## config.mk

```make
export PLATFORM = sky130hd
export DESIGN_NAME = pll_lock_supervisor
export DESIGN_NICKNAME = d
export VERILOG_FILES = /design/src/rtl/pll_lock_supervisor.sv
export SDC_FILE = /design/constraint.sdc
export NUM_CORES = 1
export LEC_CHECK = 0
export CAP_MARGIN = 20
export CORE_MARGIN = 5
export CORE_UTILIZATION = 45
export CTS_CLUSTER_DIAMETER = 50
export DETAILED_ROUTE_END_ITERATION = 7
export SLEW_MARGIN = 25
export SYNTH_ARGS = -nofsm -noshare
export SYNTH_HDL_FRONTEND = slang
export SYNTH_SLANG_ARGS = --single-unit
```

## constraint.sdc

```tcl
create_clock -name clk -period 3.33 [get_ports clk]
set_input_delay 0.666 -clock clk [delete_from_list [all_inputs] [get_ports clk]]
set_output_delay 0.666 -clock clk [all_outputs]
set_load 0.03 [all_outputs]
```

## src/rtl/pll_lock_supervisor.sv

```systemverilog
// PLL bring-up and lock supervisor: power-down, reset hold, lock wait and
// stability qualification, with retry accounting and a registered system reset.
module pll_lock_supervisor #(
  parameter int PWD_CYCLES    = 16,
  parameter int RST_CYCLES    = 64,
  parameter int LOCK_TIMEOUT  = 500000,
  parameter int STABLE_CYCLES = 4096,
  parameter int MAX_RETRIES   = 7,
  parameter int CNT_W         = 20
) (
  input  logic       clk,
  input  logic       rst,
  input  logic       pll_lock,
  input  logic       restart_req,
  output logic       pll_pwd,
  output logic       pll_rst,
  output logic       rstodiv,
  output logic       sys_rst,
  output logic       locked_ok,
  output logic       fail,
  output logic [3:0] retry_cnt,
  output logic [2:0] state_o
);

  localparam logic [2:0] S_PWD    = 3'd0;
  localparam logic [2:0] S_RST    = 3'd1;
  localparam logic [2:0] S_WAIT   = 3'd2;
  localparam logic [2:0] S_STABLE = 3'd3;
  localparam logic [2:0] S_RUN    = 3'd4;
  localparam logic [2:0] S_FAIL   = 3'd5;

  localparam logic [CNT_W-1:0] PWD_LOAD    = CNT_W'(PWD_CYCLES - 1);
  localparam logic [CNT_W-1:0] RST_LOAD    = CNT_W'(RST_CYCLES - 1);
  localparam logic [CNT_W-1:0] TO_LOAD     = CNT_W'(LOCK_TIMEOUT - 1);
  localparam logic [CNT_W-1:0] STABLE_LOAD = CNT_W'(STABLE_CYCLES - 1);
  localparam logic [CNT_W-1:0] CNT_ONE     = CNT_W'(1);
  localparam logic [3:0]       MAX_R       = 4'(MAX_RETRIES);

  logic [1:0]       sync_reg;
  logic             lock_s;
  logic [2:0]       state_reg, state_next;
  logic [CNT_W-1:0] cnt_reg, cnt_next;
  logic [3:0]       retry_reg, retry_next, retry_inc;
  logic             attempt_fail;
  logic             pll_pwd_next, pll_rst_next, rstodiv_next;
  logic             sys_rst_next, locked_ok_next, fail_next;

  // Two-flop synchronizer for the raw lock, which is asynchronous to clk.
  always_ff @(posedge clk or posedge rst) begin
    if (rst) begin
      sync_reg <= 2'b00;
    end else begin
      sync_reg <= {sync_reg[0], pll_lock};
    end
  end

  assign lock_s = sync_reg[1];

  always_ff @(posedge clk or posedge rst) begin
    if (rst) begin
      state_reg <= S_PWD;
      cnt_reg   <= PWD_LOAD;
      retry_reg <= 4'd0;
      pll_pwd   <= 1'b1;
      pll_rst   <= 1'b1;
      rstodiv   <= 1'b1;
      sys_rst   <= 1'b1;
      locked_ok <= 1'b0;
      fail      <= 1'b0;
    end else begin
      state_reg <= state_next;
      cnt_reg   <= cnt_next;
      retry_reg <= retry_next;
      pll_pwd   <= pll_pwd_next;
      pll_rst   <= pll_rst_next;
      rstodiv   <= rstodiv_next;
      sys_rst   <= sys_rst_next;
      locked_ok <= locked_ok_next;
      fail      <= fail_next;
    end
  end

  assign retry_inc = (retry_reg == 4'hF) ? 4'hF : retry_reg + 4'd1;

  always_comb begin
    state_next   = state_reg;
    cnt_next     = (cnt_reg == '0) ? cnt_reg : cnt_reg - CNT_ONE;
    retry_next   = retry_reg;
    attempt_fail = 1'b0;
    if (restart_req) begin
      state_next = S_PWD;
      cnt_next   = PWD_LOAD;
      retry_next = 4'd0;
    end else begin
      case (state_reg)
        S_PWD: begin
          if (cnt_reg == '0) begin
            state_next = S_RST;
            cnt_next   = RST_LOAD;
          end
        end
        S_RST: begin
          if (cnt_reg == '0) begin
            state_next = S_WAIT;
            cnt_next   = TO_LOAD;
          end
        end
        S_WAIT: begin
          if (lock_s) begin
            state_next = S_STABLE;
            cnt_next   = STABLE_LOAD;
          end else if (cnt_reg == '0) begin
            attempt_fail = 1'b1;
          end
        end
        S_STABLE: begin
          // Any single low cycle of lock_s disqualifies the attempt.
          if (!lock_s) begin
            attempt_fail = 1'b1;
          end else if (cnt_reg == '0) begin
            state_next = S_RUN;
            cnt_next   = '0;
          end
        end
        S_RUN: begin
          if (!lock_s) begin
            state_next = S_PWD;
            cnt_next   = PWD_LOAD;
          end
        end
        S_FAIL: begin
          state_next = S_FAIL;
        end
        default: begin
          state_next = S_PWD;
          cnt_next   = PWD_LOAD;
        end
      endcase
      if (attempt_fail) begin
        retry_next = retry_inc;
        if (retry_inc > MAX_R) begin
          state_next = S_FAIL;
          cnt_next   = '0;
        end else begin
          state_next = S_PWD;
          cnt_next   = PWD_LOAD;
        end
      end
    end
  end

  // Outputs are decoded from the next state so they move together with state_o.
  always_comb begin
    pll_pwd_next   = (state_next == S_PWD) || (state_next == S_FAIL);
    pll_rst_next   = (state_next == S_PWD) || (state_next == S_RST) || (state_next == S_FAIL);
    rstodiv_next   = (state_next == S_PWD) || (state_next == S_RST) || (state_next == S_WAIT) ||
                     (state_next == S_FAIL);
    sys_rst_next   = (state_next != S_RUN);
    locked_ok_next = (state_next == S_RUN);
    fail_next      = (state_next == S_FAIL);
  end

  assign retry_cnt = retry_reg;
  assign state_o   = state_reg;

endmodule

```

**Yosys cells after proc, flatten, opt, wreduce, memory -nomap -nowiden**

Cells that the tools add are included.

- Add/subtract/negate cells: 2
- Magnitude comparators: 1
- Eq/ne operators: 11
- Mux-type cells: 29
- Reduce and logical (&&, ||, !) cells: 9

Operator list:

| operator | count |
|---|---|
| 2-to-1 mux 20 bit | 9 |
| case mux 20 bit (6 select lines) | 1 |
| 2-to-1 mux 3 bit | 9 |
| logical NOT 20 bit | 1 |
| subtractor 20 x 1 -> 20 bit (second input constant) | 1 |
| case mux 3 bit (6 select lines) | 1 |
| 2-to-1 mux 4 bit | 4 |
| == test 3 bit (second input constant) | 4 |
| == test 3 x 2 -> 1 bit (second input constant) | 3 |
| == test 3 x 1 -> 1 bit (second input constant) | 2 |
| logical NOT 3 bit | 2 |
| logical OR 1 bit | 5 |
| adder 4 x 1 -> 4 bit (second input constant) | 1 |
| == test 4 bit (second input constant) | 1 |
| greater-than comparator 4 x 3 -> 1 bit (second input constant) | 1 |
| 2-to-1 mux 1 bit | 4 |
| inequality test 3 bit (second input constant) | 1 |
| case mux 1 bit (2 select lines) | 1 |
| nonzero test 2 bit | 1 |

- Register bits after elaboration: 35
- Bits of input ports: 4
- Output and inout bits: 13
- Word-level logic and storage cells: 62

**Logic depth before layout (Yosys ltp)**

- Word-level depth: 11
- Mapped depth: 11
- Gate-level depth less buffers: 11

**Worst setup path before layout**

No wires, ideal clock.

- Path type: register to register
- Start point: register cnt_reg[0]
- End point: register cnt_reg[0]
- Library setup time: 0.079 ns
- Data arrival time: 2.186 ns
- Data required time: 3.251 ns
- Slack: 1.065 ns
- Cell stages (with the launch flop): 11
- Path buffers: 0
- Clock period less this slack: 2.265 ns
- Cell sequence: dfstp_2 inv_1 ha_1 nor3b_2 nand4_1 nor2_2 inv_1 ha_1 a31oi_1 o22ai_1 o21ai_0

- Word-level cells in the longest chain between the ends: 7
- Elaborated cells on any way between the ends: 16
- Those cells by class: add/sub (1); mux (14); reduce/logical (1)

RTL lines:

| element | line | RTL |
|---|---|---|
| start: declaration | 42 | `logic [CNT_W-1:0] cnt_reg, cnt_next;` |
| start signal: assignment | 72 | `cnt_reg <= cnt_next;` |
| subtractor 20 x 1 -> 20 bit / logical NOT 20 bit (equally long branches) | 87, 97, 103 |  |
| 2-to-1 mux 20 bit / 2-to-1 mux 1 bit (equally long branches) | 87, 112 |  |
| 2-to-1 mux 20 bit / 2-to-1 mux 1 bit (equally long branches) | 120, 109 |  |
| 2-to-1 mux 20 bit / case mux 1 bit (2 select lines) (equally long branches) | 118, 95 |  |
| case mux 20 bit (6 select lines) / 2-to-1 mux 1 bit (equally long branches) | 95, 90 |  |
| 2-to-1 mux 20 bit (*) | 139 | `if (attempt_fail) begin` |
| 2-to-1 mux 20 bit (*) | 90 | `if (restart_req) begin` |
| via cnt_next[0] | 42 |  |

Mark *: on every way through the listed nets, which the timed path passes. The rest lies on a longest branch. The select of a mux whose other input is x is not followed.
A chain may end at the register's enable or synchronous reset.

**Worst setup path after layout**

- Start point: register cnt_reg[4]
- End point: register locked_ok

- Word-level cells in the longest chain between the ends: 8
- Elaborated cells on any way between the ends: 13
- Those cells by class: eq/ne (1); mux (11); reduce/logical (1)

RTL lines:

| element | line | RTL |
|---|---|---|
| logical NOT 20 bit (*) | - |  |
| 2-to-1 mux 1 bit | 112 | `end else if (cnt_reg == '0) begin` |
| 2-to-1 mux 1 bit | 109 | `if (lock_s) begin` |
| case mux 1 bit (2 select lines) | 95 | `case (state_reg)` |
| 2-to-1 mux 1 bit | 90 |  |
| 2-to-1 mux 3 bit (*) | 139 |  |
| 2-to-1 mux 3 bit (*) | 90 |  |
| via state_next[2] | 41 | `logic [2:0] state_reg, state_next;` |
| == test 3 bit (*) | 159 | `locked_ok_next = (state_next == S_RUN);` |
| via locked_ok_next | 46 | `logic sys_rst_next, locked_ok_next, fail_next;` |
| end signal: assignment | 78 | `locked_ok <= locked_ok_next;` |
| end: declaration | 19 | `output logic locked_ok,` |

Marks and branches as above.

==> impl_metrics.env <==
export IMPL_io_buffer_count=16
export IMPL_start_util=0.466
export IMPL_ctsResizeCount=0
export IMPL_p_leak_nw=1.05
export IMPL_htree_num_levels=2
export IMPL_synth_area_leaders="dfrtp_1, dfstp_2, a21oi_1"
export IMPL_vdd_drop_max_uv=231
export IMPL_hpwlAfterDp_um=4100
export IMPL_max_stage_delay_ps=530
export IMPL_maxSlewViolCount=0
export IMPL_min_from="sync_reg[0]"
export IMPL_tns_ps=0
export IMPL_path_max_fanout=10
export IMPL_synth_cell_type_count=53
export IMPL_ant_nets=0
export IMPL_reg2reg_slack_ps=750
export IMPL_synth_net_count=266
export IMPL_synthXorXnorAreaFrac=0.0278
export IMPL_cts_hold_buf=0
export IMPL_route_detailed_drc=0
export IMPL_cts_sinks=35
export IMPL_syn_to_final_growth_pct=14.5
export IMPL_synth_edf_count=0
export IMPL_grt_max_degree=36
export IMPL_post_cts_setup_buffers=0
export IMPL_grt_ovfl_total=0
export IMPL_n_antenna_cell=0
export IMPL_drv_cap=0
export IMPL_gp_congestion=0.875
export IMPL_syn_inst=258
export IMPL_maxSlewHeadroom=0.465
export IMPL_yosysTopAreaCell="dfrtp_1"
export IMPL_synth_adder_area_share=0.0227
export IMPL_critPathSlowestCell="o41a_1"
export IMPL_synth_compound_area_share=0.216
export IMPL_crit_type="reg -> reg"
export IMPL_netlist_area_mm2=0.00220
export IMPL_fin_crit_ps=2580
export IMPL_hold_path_end="sync_reg[1]"
export IMPL_cp_top_family="simple AND/OR/NAND/NOR gates"
export IMPL_power_w=0.000880
export IMPL_dr_pass1_iters=5
export IMPL_stdcell_count=339
export IMPL_drive_gt1_frac=0.121
export IMPL_worstSkewPairLatency_ps=290
export IMPL_synth_common_cells="dfrtp_1, nor2_1, a21oi_1"
export IMPL_end_kind="register"
export IMPL_die_area_mm2=0.00640
export IMPL_synth_top_family_by_area="simple AND/OR/NAND/NOR gates"
export IMPL_async_flop_share=1.00
export IMPL_synthMuxAreaShare=0.0239
export IMPL_core_mm2=0.00472
export IMPL_tightest_slew_ps=797
export IMPL_clock_tree_root_cell="clkbuf_8"
export IMPL_yosysSeqAreaShare=0.402
export IMPL_pwr_density_cell_mw_per_mm2=349
export IMPL_p_int_w=0.000689
export IMPL_worst_ep_required_time_ps=3510
export IMPL_grt_pass1_vias=2012
export IMPL_r2r_cells=6
export IMPL_rsz0062_at_grt="no"
export IMPL_p_clk_frac=0.453
export IMPL_grt_pass1_wl_um=9760
export IMPL_status="complete, no violations"
export IMPL_final_hold_viol_count=0
export IMPL_ys_flop_type="dfrtp_1"
export IMPL_routed_wl_um=5740
export IMPL_hold_class="reg -> reg"
export IMPL_ys_ff_latch=35
export IMPL_whs_path_depth=0
export IMPL_power_frac_seq=0.497
export IMPL_arrival_ps=2760
export IMPL_wire_per_inst_um=16.9
export IMPL_fmax_mhz=388
export IMPL_antenna_found_initial=0
export IMPL_worst_r2r_endpoint="locked_ok"
export IMPL_skew_ps=4.81
export IMPL_rr_startpoint="cnt_reg[4]"
export IMPL_die_y_um=80.0
export IMPL_via_per_inst=5.87
export IMPL_synth_top_area_frac=0.307
export IMPL_vias=1990
export IMPL_grtUsageTotal=0.195
export IMPL_placedCellCount=331
export IMPL_path_cells="nor4_4, and4_1, a21oi_4, o41a_1, o21a_2, and2_1"
export IMPL_drt_iter0_markers=176
export IMPL_avgSynthCellArea_um2=8.54
export IMPL_die_w_um=80.0
export IMPL_row_count=25
export IMPL_largest_register_ffs=20
export IMPL_synth_simple_gate_area_frac=0.260
export IMPL_power_switching_w=0.000191
export IMPL_cts_path_max_buffers=2
export IMPL_finalNetCount=279
export IMPL_io_pins=17
export IMPL_ys_warnings_count=0
export IMPL_fin_crit_sh=0.774
export IMPL_start_kind="register"
export IMPL_swShare=0.217
export IMPL_final_setup_viol_count=0
export IMPL_tritoncts_num_buffers=5
export IMPL_comb_power_share=0.049
export IMPL_worst_setup_hold_path_clk_slew_ps=70
export IMPL_cp_num_buf_inv=0
export IMPL_cts_tree="built"
==> metrics by stage <==
| step | area, µm² | util | setup slack [ps] | hold slack [ps] |
|---|---|---|---|---|
| 2_1_floorplan | 2200 | - | 1060 | 331 |
| 3_3_place_gp | 2410 | 0.509 | 858 | 332 |
| 3_5_place_dp | 2410 | 0.509 | 796 | 343 |
| 4_1_cts | 2520 | 0.534 | 786 | 366 |
| 5_1_grt | 2520 | 0.534 | 475 | 382 |
| 6_report | 2520 | 0.534 | 754 | 359 |
==> power by group through the flow <==
stage / combinational (W) / clock, W / sequential [W]
final: 0.0000434 / 0.000399 / 0.000438
after global routing: 0.0000497 / 0.000433 / 0.000438
after CTS: 0.0000441 / 0.000413 / 0.000437
after detailed placement: 0.0000436 / 0 / 0.000445
after global placement: 0.0000436 / 0 / 0.000445
after floorplan: 0.0000302 / 0 / 0.000441
==> worst reg2reg max path, stage by stage, from the launching register on <==
cell	delay, ps
dfrtp_1	480
nor4_4	490
and4_1	490
a21oi_4	130
o41a_1	530
o21a_2	190
and2_1	160
==> cell usage in the layout, fill, tap and decap left out, drive strengths merged, types with 3 or more instances in the layout <==
master / n
nand3: 10
nand4: 3
o21a: 5
inv: 11
mux2i: 3
o21ai: 14
clkdlybuf4s50: 16
nand2: 20
nor2: 29
buf: 3
nor3: 20
a21boi: 3
a21oi: 24
nor4: 7
clkbuf: 6
a211oi: 3
xor2: 3
nor2b: 4
a31oi: 6
dfrtp: 27
ha: 4
a311oi: 3
xnor2: 4
or2: 4
dfstp: 8
or3: 5
==> logic make-up (layout without fill, tap and decap cells) <==
kind of cell	count (synthesis)	after routing
AOI/OAI and AO/OA	73	73
xor gates and xnor gates	7	7
adders and majority gates	4	4
buffers and inverters	24	38
DFF	35	35
muxes	5	5
and+or+nand+nor	110	110
==> per-layer routing <==
layer	share of wire	track usage	wire, µm
met5	0	0	0
met1	0.47	0.263	2710
met2	0.45	0.301	2590
met4	0.024	0.0743	138
met3	0.054	0.0463	308
==> final cells by class <==
class,count,area [µm²]
Inverter,11,41.3
Fill cell,469,2200
Clock inverter,2,35.0
Tap cell,67,83.8
Multi-Input combinational cell,199,1210
Timing Repair Buffer,19,183
Clock buffer,6,82.6
Sequential cell,35,886
==> worst max path at each step <==
stage | startpoint | to | slack (ps) | cells past startpoint
2_1_floorplan | cnt_reg[0] | cnt_reg[0] | 1060 | 10
3_3_place_gp | cnt_reg[11] | cnt_reg[8] | 860 | 5
3_5_place_dp | cnt_reg[4] | locked_ok | 800 | 6
4_1_cts | cnt_reg[4] | locked_ok | 790 | 6
5_1_grt | cnt_reg[0] | cnt_reg[0] | 470 | 11
6_report | cnt_reg[4] | locked_ok | 750 | 6
No activity file was read; power rests on OpenSTA's default activity.
